==> config.mk <==
export PLATFORM = sky130hd
export DESIGN_NAME = pe_feeder
export DESIGN_NICKNAME = d
export VERILOG_FILES = /design/src/rtl/pe_feeder.sv
export SDC_FILE = /design/constraint.sdc
export NUM_CORES = 1
export LEC_CHECK = 0
export ABC_CLOCK_PERIOD_IN_PS = 4400
export CORE_ASPECT_RATIO = 1.75
export CORE_UTILIZATION = 30
export DETAILED_ROUTE_END_ITERATION = 12
export PLACE_DENSITY_LB_ADDON = 0.25
export SYNTH_ARGS = -nofsm -noshare
export SYNTH_HDL_FRONTEND = slang
export SYNTH_SLANG_ARGS = --single-unit
==> constraint.sdc <==
create_clock -name clk -period 4.4 [get_ports clk]
set_clock_uncertainty 0.05 [all_clocks]
set_input_delay 0.44 -clock clk [delete_from_list [all_inputs] [get_ports clk]]
set_output_delay 0.44 -clock clk [all_outputs]
set_load 0.02 [all_outputs]
==> src/rtl/pe_feeder.sv <==
// pe_feeder: buffers one job of weights and ifmap words from an upstream
// valid/ready stream, then replays them to a PE under its Ready flag.
//
//   state     | meaning
//   S_IDLE    | no job; waits for a start pulse
//   S_FILL    | accepting N_W+N_I words into the local buffer
//   S_WAIT_PE | buffer full; waits for the PE to raise Ready
//   S_SEND_W  | issuing the N_W weight words
//   S_SEND_I  | issuing the N_I ifmap words
//   S_DONE    | job finished; raises done on the way back to IDLE
module pe_feeder #(
  parameter int DATA_W = 32,
  parameter int N_W    = 3,
  parameter int N_I    = 32
) (
  input  logic              clk,
  input  logic              rst,
  input  logic              start,
  input  logic              abort,
  input  logic              s_valid,
  input  logic [DATA_W-1:0] s_data,
  output logic              s_ready,
  input  logic              pe_ready,
  output logic              pe_ena,
  output logic [DATA_W-1:0] pe_value,
  output logic              pe_weight_wea,
  output logic              pe_ifmap_wea,
  output logic              busy,
  output logic              done
);

  localparam int N_TOT = N_W + N_I;
  localparam int CNT_W = $clog2(N_TOT);

  localparam logic [CNT_W-1:0] LAST_WR = CNT_W'(N_TOT - 1);
  localparam logic [CNT_W-1:0] LAST_W  = CNT_W'(N_W - 1);
  localparam logic [CNT_W-1:0] LAST_I  = CNT_W'(N_I - 1);
  localparam logic [CNT_W-1:0] OFS_I   = CNT_W'(N_W);

  typedef enum logic [2:0] {
    S_IDLE,
    S_FILL,
    S_WAIT_PE,
    S_SEND_W,
    S_SEND_I,
    S_DONE
  } state_e;

  state_e              state_q, state_d;
  logic [CNT_W-1:0]    wr_cnt_q, wr_cnt_d;
  logic [CNT_W-1:0]    rd_cnt_q, rd_cnt_d;
  logic                pe_ena_q, pe_ena_d;
  logic [DATA_W-1:0]   pe_value_q, pe_value_d;
  logic                w_wea_q, w_wea_d;
  logic                i_wea_q, i_wea_d;
  logic                done_q, done_d;

  logic [DATA_W-1:0]   word_mem_q [N_TOT];
  logic                mem_we;
  logic [CNT_W-1:0]    rd_idx;

  // Handshake and busy are pure state decodes so they react within the cycle.
  assign s_ready = (state_q == S_FILL);
  assign busy    = (state_q != S_IDLE);

  assign pe_ena        = pe_ena_q;
  assign pe_value      = pe_value_q;
  assign pe_weight_wea = w_wea_q;
  assign pe_ifmap_wea  = i_wea_q;
  assign done          = done_q;

  // Ifmap words sit directly after the weights in the buffer.
  assign rd_idx = (state_q == S_SEND_I) ? (rd_cnt_q + OFS_I) : rd_cnt_q;
  assign mem_we = s_ready && s_valid;

  // Job buffer; contents are don't-care between jobs, so no reset.
  always_ff @(posedge clk) begin
    if (mem_we) begin
      word_mem_q[wr_cnt_q] <= s_data;
    end
  end

  // State, counters and all PE-facing outputs.
  always_ff @(posedge clk or posedge rst) begin
    if (rst) begin
      state_q    <= S_IDLE;
      wr_cnt_q   <= '0;
      rd_cnt_q   <= '0;
      pe_ena_q   <= 1'b0;
      pe_value_q <= '0;
      w_wea_q    <= 1'b0;
      i_wea_q    <= 1'b0;
      done_q     <= 1'b0;
    end else begin
      state_q    <= state_d;
      wr_cnt_q   <= wr_cnt_d;
      rd_cnt_q   <= rd_cnt_d;
      pe_ena_q   <= pe_ena_d;
      pe_value_q <= pe_value_d;
      w_wea_q    <= w_wea_d;
      i_wea_q    <= i_wea_d;
      done_q     <= done_d;
    end
  end

  // Next-state and next-output decode; abort overrides every transition.
  always_comb begin
    state_d    = state_q;
    wr_cnt_d   = wr_cnt_q;
    rd_cnt_d   = rd_cnt_q;
    pe_ena_d   = pe_ena_q;
    pe_value_d = '0;
    w_wea_d    = 1'b0;
    i_wea_d    = 1'b0;
    done_d     = 1'b0;

    if (abort) begin
      state_d  = S_IDLE;
      wr_cnt_d = '0;
      rd_cnt_d = '0;
      pe_ena_d = 1'b0;
    end else begin
      case (state_q)
        S_IDLE: begin
          if (start) begin
            state_d  = S_FILL;
            pe_ena_d = 1'b1;
            wr_cnt_d = '0;
            rd_cnt_d = '0;
          end
        end
        S_FILL: begin
          if (s_valid) begin
            if (wr_cnt_q == LAST_WR) begin
              wr_cnt_d = '0;
              state_d  = S_WAIT_PE;
            end else begin
              wr_cnt_d = wr_cnt_q + 1'b1;
            end
          end
        end
        S_WAIT_PE: begin
          if (pe_ready) begin
            state_d = S_SEND_W;
          end
        end
        S_SEND_W: begin
          if (pe_ready) begin
            w_wea_d    = 1'b1;
            pe_value_d = word_mem_q[rd_idx];
            if (rd_cnt_q == LAST_W) begin
              rd_cnt_d = '0;
              state_d  = S_SEND_I;
            end else begin
              rd_cnt_d = rd_cnt_q + 1'b1;
            end
          end
        end
        S_SEND_I: begin
          if (pe_ready) begin
            i_wea_d    = 1'b1;
            pe_value_d = word_mem_q[rd_idx];
            if (rd_cnt_q == LAST_I) begin
              rd_cnt_d = '0;
              state_d  = S_DONE;
            end else begin
              rd_cnt_d = rd_cnt_q + 1'b1;
            end
          end
        end
        S_DONE: begin
          // pe_ena is left high so the PE can run on the loaded data.
          done_d  = 1'b1;
          state_d = S_IDLE;
        end
        default: begin
          state_d = S_IDLE;
        end
      endcase
    end
  end

endmodule
# After elaboration in Yosys (flattened, before gate mapping)
# Memories as Yosys holds them, arrays and structs flattened.
# Index checks and enable logic that the tools add are counted.
# classes
n_addsub	3
eq_ne	16
mux	37
reduce_logical	12
# op_table
cell	count
$mux W32	3
$mux W6	10
$mux W3	9
$ne A3 B3 Y1 const B	6
$pmux W6 S3	1
$pmux W3 S5	1
$add A6 B1 Y6 const B	2
$mux W1	12
$pmux W6 S2	1
$reduce_and A8 Y1	1
$add A6 B2 Y6 const B	1
$eq A3 B2 Y1 const B	2
$eq A3 B3 Y1 const B	2
$eq A6 B2 Y1 const B	1
$eq A6 B5 Y1 const B	1
$eq A6 B6 Y1 const B	1
$ne A3 B2 Y1 const B	2
$reduce_bool A3 Y1	2
$reduce_and A4 Y1	1
$reduce_bool A2 Y1	2
$reduce_bool A4 Y1	1
$eq A3 B1 Y1 const B	1
$logic_not A3 Y1	1
$reduce_and A3 Y1	1
3 further kinds	3
# word_totals
register_bits	51
ram_bits	1120
in_bits	38
out_inout_bits	38
word_cells	77
n_memories	1
# mem_list
memory	words	width	read_ports	rd_ports_with_merged_regs	wr	line	text
word_mem_q	35	32	1	0	1	58	logic [DATA_W-1:0] word_mem_q [N_TOT];

# Logic depth before layout (Yosys ltp)
# An unclocked memory read counts as a cell.
# logic_depth
word_depth	6
depth_mapped	17
ltp_nobuf	8

# Worst setup path before layout
# No wires, ideal clock.
# synth_path
path_kind	reg-to-reg
startpoint	reg rd_cnt_q[0]
endpoint	reg pe_value_q[29], in the netlist pe_value[29]
setup_ns	0.140
t_arrival_ns	3.705
t_required_ns	4.210
setup_slack_ns	0.505
stages_incl_launch_ff	17
n_path_buf	9
period_less_slack_ns	3.895
path_cell_list	dfrtp_1 buf_2 clkinv_1 clkbuf_1 buf_2 buf_2 buf_1 ha_1 buf_2 or4b_1 clkbuf_1 clkbuf_1 clkbuf_1 o22ai_1 a311oi_1 a2111oi_0 a211oi_1
# synth_between
elab_chain_cells	6
# synth_lines
item	line	text
from (decl)	51	logic [CNT_W-1:0] rd_cnt_q, rd_cnt_d;
from (signal assigned)	97	rd_cnt_q <= rd_cnt_d;
$add A6 B2 Y6	73	assign rd_idx = (state_q == S_SEND_I) ? (rd_cnt_q + OFS_I) : rd_cnt_q;
$mux W6 *	73	
$mem_v2 Z35 W32 *	-	
$mux W32 *	148, 160	
$mux W32 *	-	
$mux W32 *	117	if (abort) begin
net pe_value_d[29]	53	logic [DATA_W-1:0] pe_value_q, pe_value_d;
to (signal assigned)	99	pe_value_q <= pe_value_d;
to (decl)	53	
# The timed path passes the listed nets; every way through them passes the cells marked *.
# A chain may end at the register's enable or synchronous reset.

# Worst setup path after layout
# layout_path
startpoint	reg rd_cnt_q[1]
endpoint	reg pe_value_q[17], in the netlist pe_value[17]
# Same word-level chain as after synthesis.

==> flow_summary.yaml <==
logic_synthesis:
  synth_seq_cells: 1171
  synth_top_flop_cell: "edfxtp_1"
  synth-adder-area-share_pct: 0.1143
  synth_top_family_by_area: "multiplexers"
  synth_nets: 3560
  synthDistinctLibCells: 69
  synth-xor-area-share_pct: 0.09373
  synth_common_cells: "edfxtp_1 (1120), mux2i_1 (824), nand2_1 (312), mux4_2 (194), nor2_1 (109)"
  yosysWarnings: 0
  synth_cells: 3517
  synth_area_mm2: 0.05473
  synth-simple-area-share_pct: 4.682
  synth.largest_area_cell: "edfxtp_1"
  post-synth-top-count-cell: "edfxtp_1"
  synthTopCellsByArea: "edfxtp_1 (61%), mux2i_1 (15%), mux4_2 (8.0%)"
  syn_area_per_cell_um2: 15.56
  synthArstFlopShare_pct: 4.355
  synth_compound_area_share_pct: 5.640
  synth_edf_count: 1120
  muxShareOfSynthArea_pct: 23.22
  ys_seq_area_share_pct: 63.78
  synth_top_area_share_pct: 61.45
sta:
  rsz0062_at_grt: "false"
  hold_viol: 0
  max-slew-margin-rel_pct: 12.23
  fmax_mhz: 247.1
  setup_viol_count_final: 0
  maxSlewViolCount: 0
  tightestPinTransition_ns: 1.313
  finalCriticalPeriod_ns: 4.047
  finalSetupTns_ns: 0
  period_share_pct: 91.98
  worst_slack_ns: 0.3529
  hold_ws_ns: 0.2151
cts:
  cts.sinks: 1171
  cts_root_buffer: "clkbuf_16"
  cts-resized-gates: 0
  post_cts_buffers: 0
  cts_tree: "built"
  cts_buffer_depth: 3
  clock_latency_ns: 0.72
  numCtsBuffers: 106
  hold_buffers: 0
  clkTransAtPathRegs_ns: 0.07
  cts_max_level: 3
route:
  drt_pass1_iterations: 9
  remaining_drc_errors: 2
  wl_per_cell_um: 28.57
  drt_iter0_drc: 2163
  drt-total-wl_mm: 173.4
  viasPerCell: 5.367
  drtAntennaViolNets: 0
  vias: 32564
cells_and_area:
  nFillCells: 17246
  fin_cells: 6067
  layout-drive-gt1-share_pct: 15.46
  syn_to_final_growth_pct: 14.33
  multi_input_area_mm2: 0.01884
  fin_util_pct: 34.47
  design_area_mm2: 0.06258
  regArea_mm2: 0.03492
  nets: 3611
die:
  io_pins: 76
  core_area_mm2: 0.1816
  dieArea_mm2: 0.1842
  placementRows: 207
  die_x_um: 324.9
  start_util_pct: 30.14
  die_h_um: 567.0
critical_path:
  required_ns: 4.88
  path_max_fanout: 38
  cp_slowest_cell: "nor4_1"
  slowest_delay_ns: 0.77
  crit_arrival_ns: 4.52
  r2r-start: "rd_cnt_q[1]"
  reg2reg_to: "pe_value[17]"
  path_buf_inv: 2
  worst-setup-path-type: "reg -> reg"
  crit_family: "buffers and inverters"
  cp_cell_sequence: "clkinv_1 -> ha_4 -> buf_4 -> mux2i_1 -> mux4_2 -> o221ai_1 -> a311oi_1 -> nor4_1"
  end_kind: "flop"
  startpoint_type: "flop"
  r2r_cells: 8
  r2r_slack_ns: 0.35
grt:
  grt_max_degree: 119
  grt_antenna_before_repair: 14
  grt_pass1_vias: 33659
  grt_pass1_wl_mm: 246.2
  grtUsageTotal_pct: 18.52
  overflow: 0
placed_design:
  placed_cell_area_mm2: 0.05906
  dp.final_hpwl_mm: 100.4
  port_buffers: 75
  place_congestion: 0.7898
  place_inst: 5863
  dp_slack_ns: 0.3010
power:
  power_mw: 26.02
  p_sw_mw: 6.852
  p_comb_share_pct: 15.6
  p_int_mw: 19.16
  p_clk_share_pct: 36.5
  max-vdd-ir-drop_v: 0.0003220
  swShare_pct: 26.34
  p_per_area_mw_per_mm2: 415.7
  p_leak_nw: 18.17
  p_seq_share_pct: 47.9
run_status:
  status: "complete, but fails checks"
  violations: "DRC"
min_path:
  hp-class: "in -> async"
job:
  cap_violations: 0
## worst max path at each step
| stage | cells after the start | start | end | slack, ns |
|---|---|---|---|---|
| floorplan | 16 | rd_cnt_q[0] | pe_value[29] | 0.50 |
| global placement | 8 | rd_cnt_q[1] | pe_value[17] | 0.32 |
| detailed placement | 8 | rd_cnt_q[1] | pe_value[17] | 0.30 |
| CTS | 8 | rd_cnt_q[1] | pe_value[17] | 0.24 |
| global route | 9 | rd_cnt_q[1] | pe_value[17] | 0.08 |
| finish | 8 | rd_cnt_q[1] | pe_value[17] | 0.35 |
## power groups by stage
| stage | registers, mW | clock network, mW | logic [mW] |
|---|---|---|---|
| after global routing | 12.5 | 10.1 | 4.35 |
| after floorplan | 12.6 | 0 | 2.84 |
| after CTS | 12.5 | 9.70 | 4.11 |
| final | 12.5 | 9.51 | 4.06 |
| after global placement | 12.7 | 0 | 4.08 |
| after detailed placement | 12.7 | 0 | 4.11 |
## cell usage in the layout, fill, tap and decap left out, types with 59 or more instances in the layout
master           count
a21oi_1             77
nor2_1              74
clkdlybuf4s50_1     75
edfxtp_1          1120
nand2_1            310
o221ai_1            59
buf_4               94
o21ai_0             89
clkbuf_16          106
mux2i_1            823
mux4_2             194
## layer usage
| metal | GRT usage, % | wire, um |
|---|---|---|
| met1 | 20.87 | 65810 |
| met2 | 35.19 | 94150 |
| met3 | 2.066 | 6913 |
| met4 | 7.221 | 6461 |
| met5 | 0 | 26 |
## registers in the layout, indices dropped and copies added, names as in the netlist
name	count
pe_value	32
pe_ifmap_wea	1
done	1
word_mem_q	1120
rd_cnt_q	6
state_q	3
pe_weight_wea	1
wr_cnt_q	6
pe_ena	1
## final cells by class
cell class / instances / share of cell area [%]
clock inverters: 71 / 1.124
well taps: 2403 / 4.805
flip-flops and latches: 1171 / 55.80
clock buffers: 130 / 4.479
inverters: 15 / 0.09798
diodes: 3 / 0.01200
multi-input cells: 2066 / 30.11
repair buffers: 208 / 3.575
## worst reg2reg max path, delay by kind of cell, from the launching register on
family,cells,cell delay [ns]
fa+ha+maj,1,0.55
simple gates,1,0.77
compound gates,2,0.30
flops,1,0.52
mux,2,0.74
buf+inv,2,0.93
## cell families (layout without fill, tap and decap cells)
logic type	count (synthesis)	in the layout
simple gates	579	579
mux	1026	1026
compound gates	451	451
flops	1171	1171
other cells	0	3
buf+inv	280	424
xor+xnor	5	5
fa+ha+maj	5	5
Note: power is estimated with default switching activity, not from simulation.
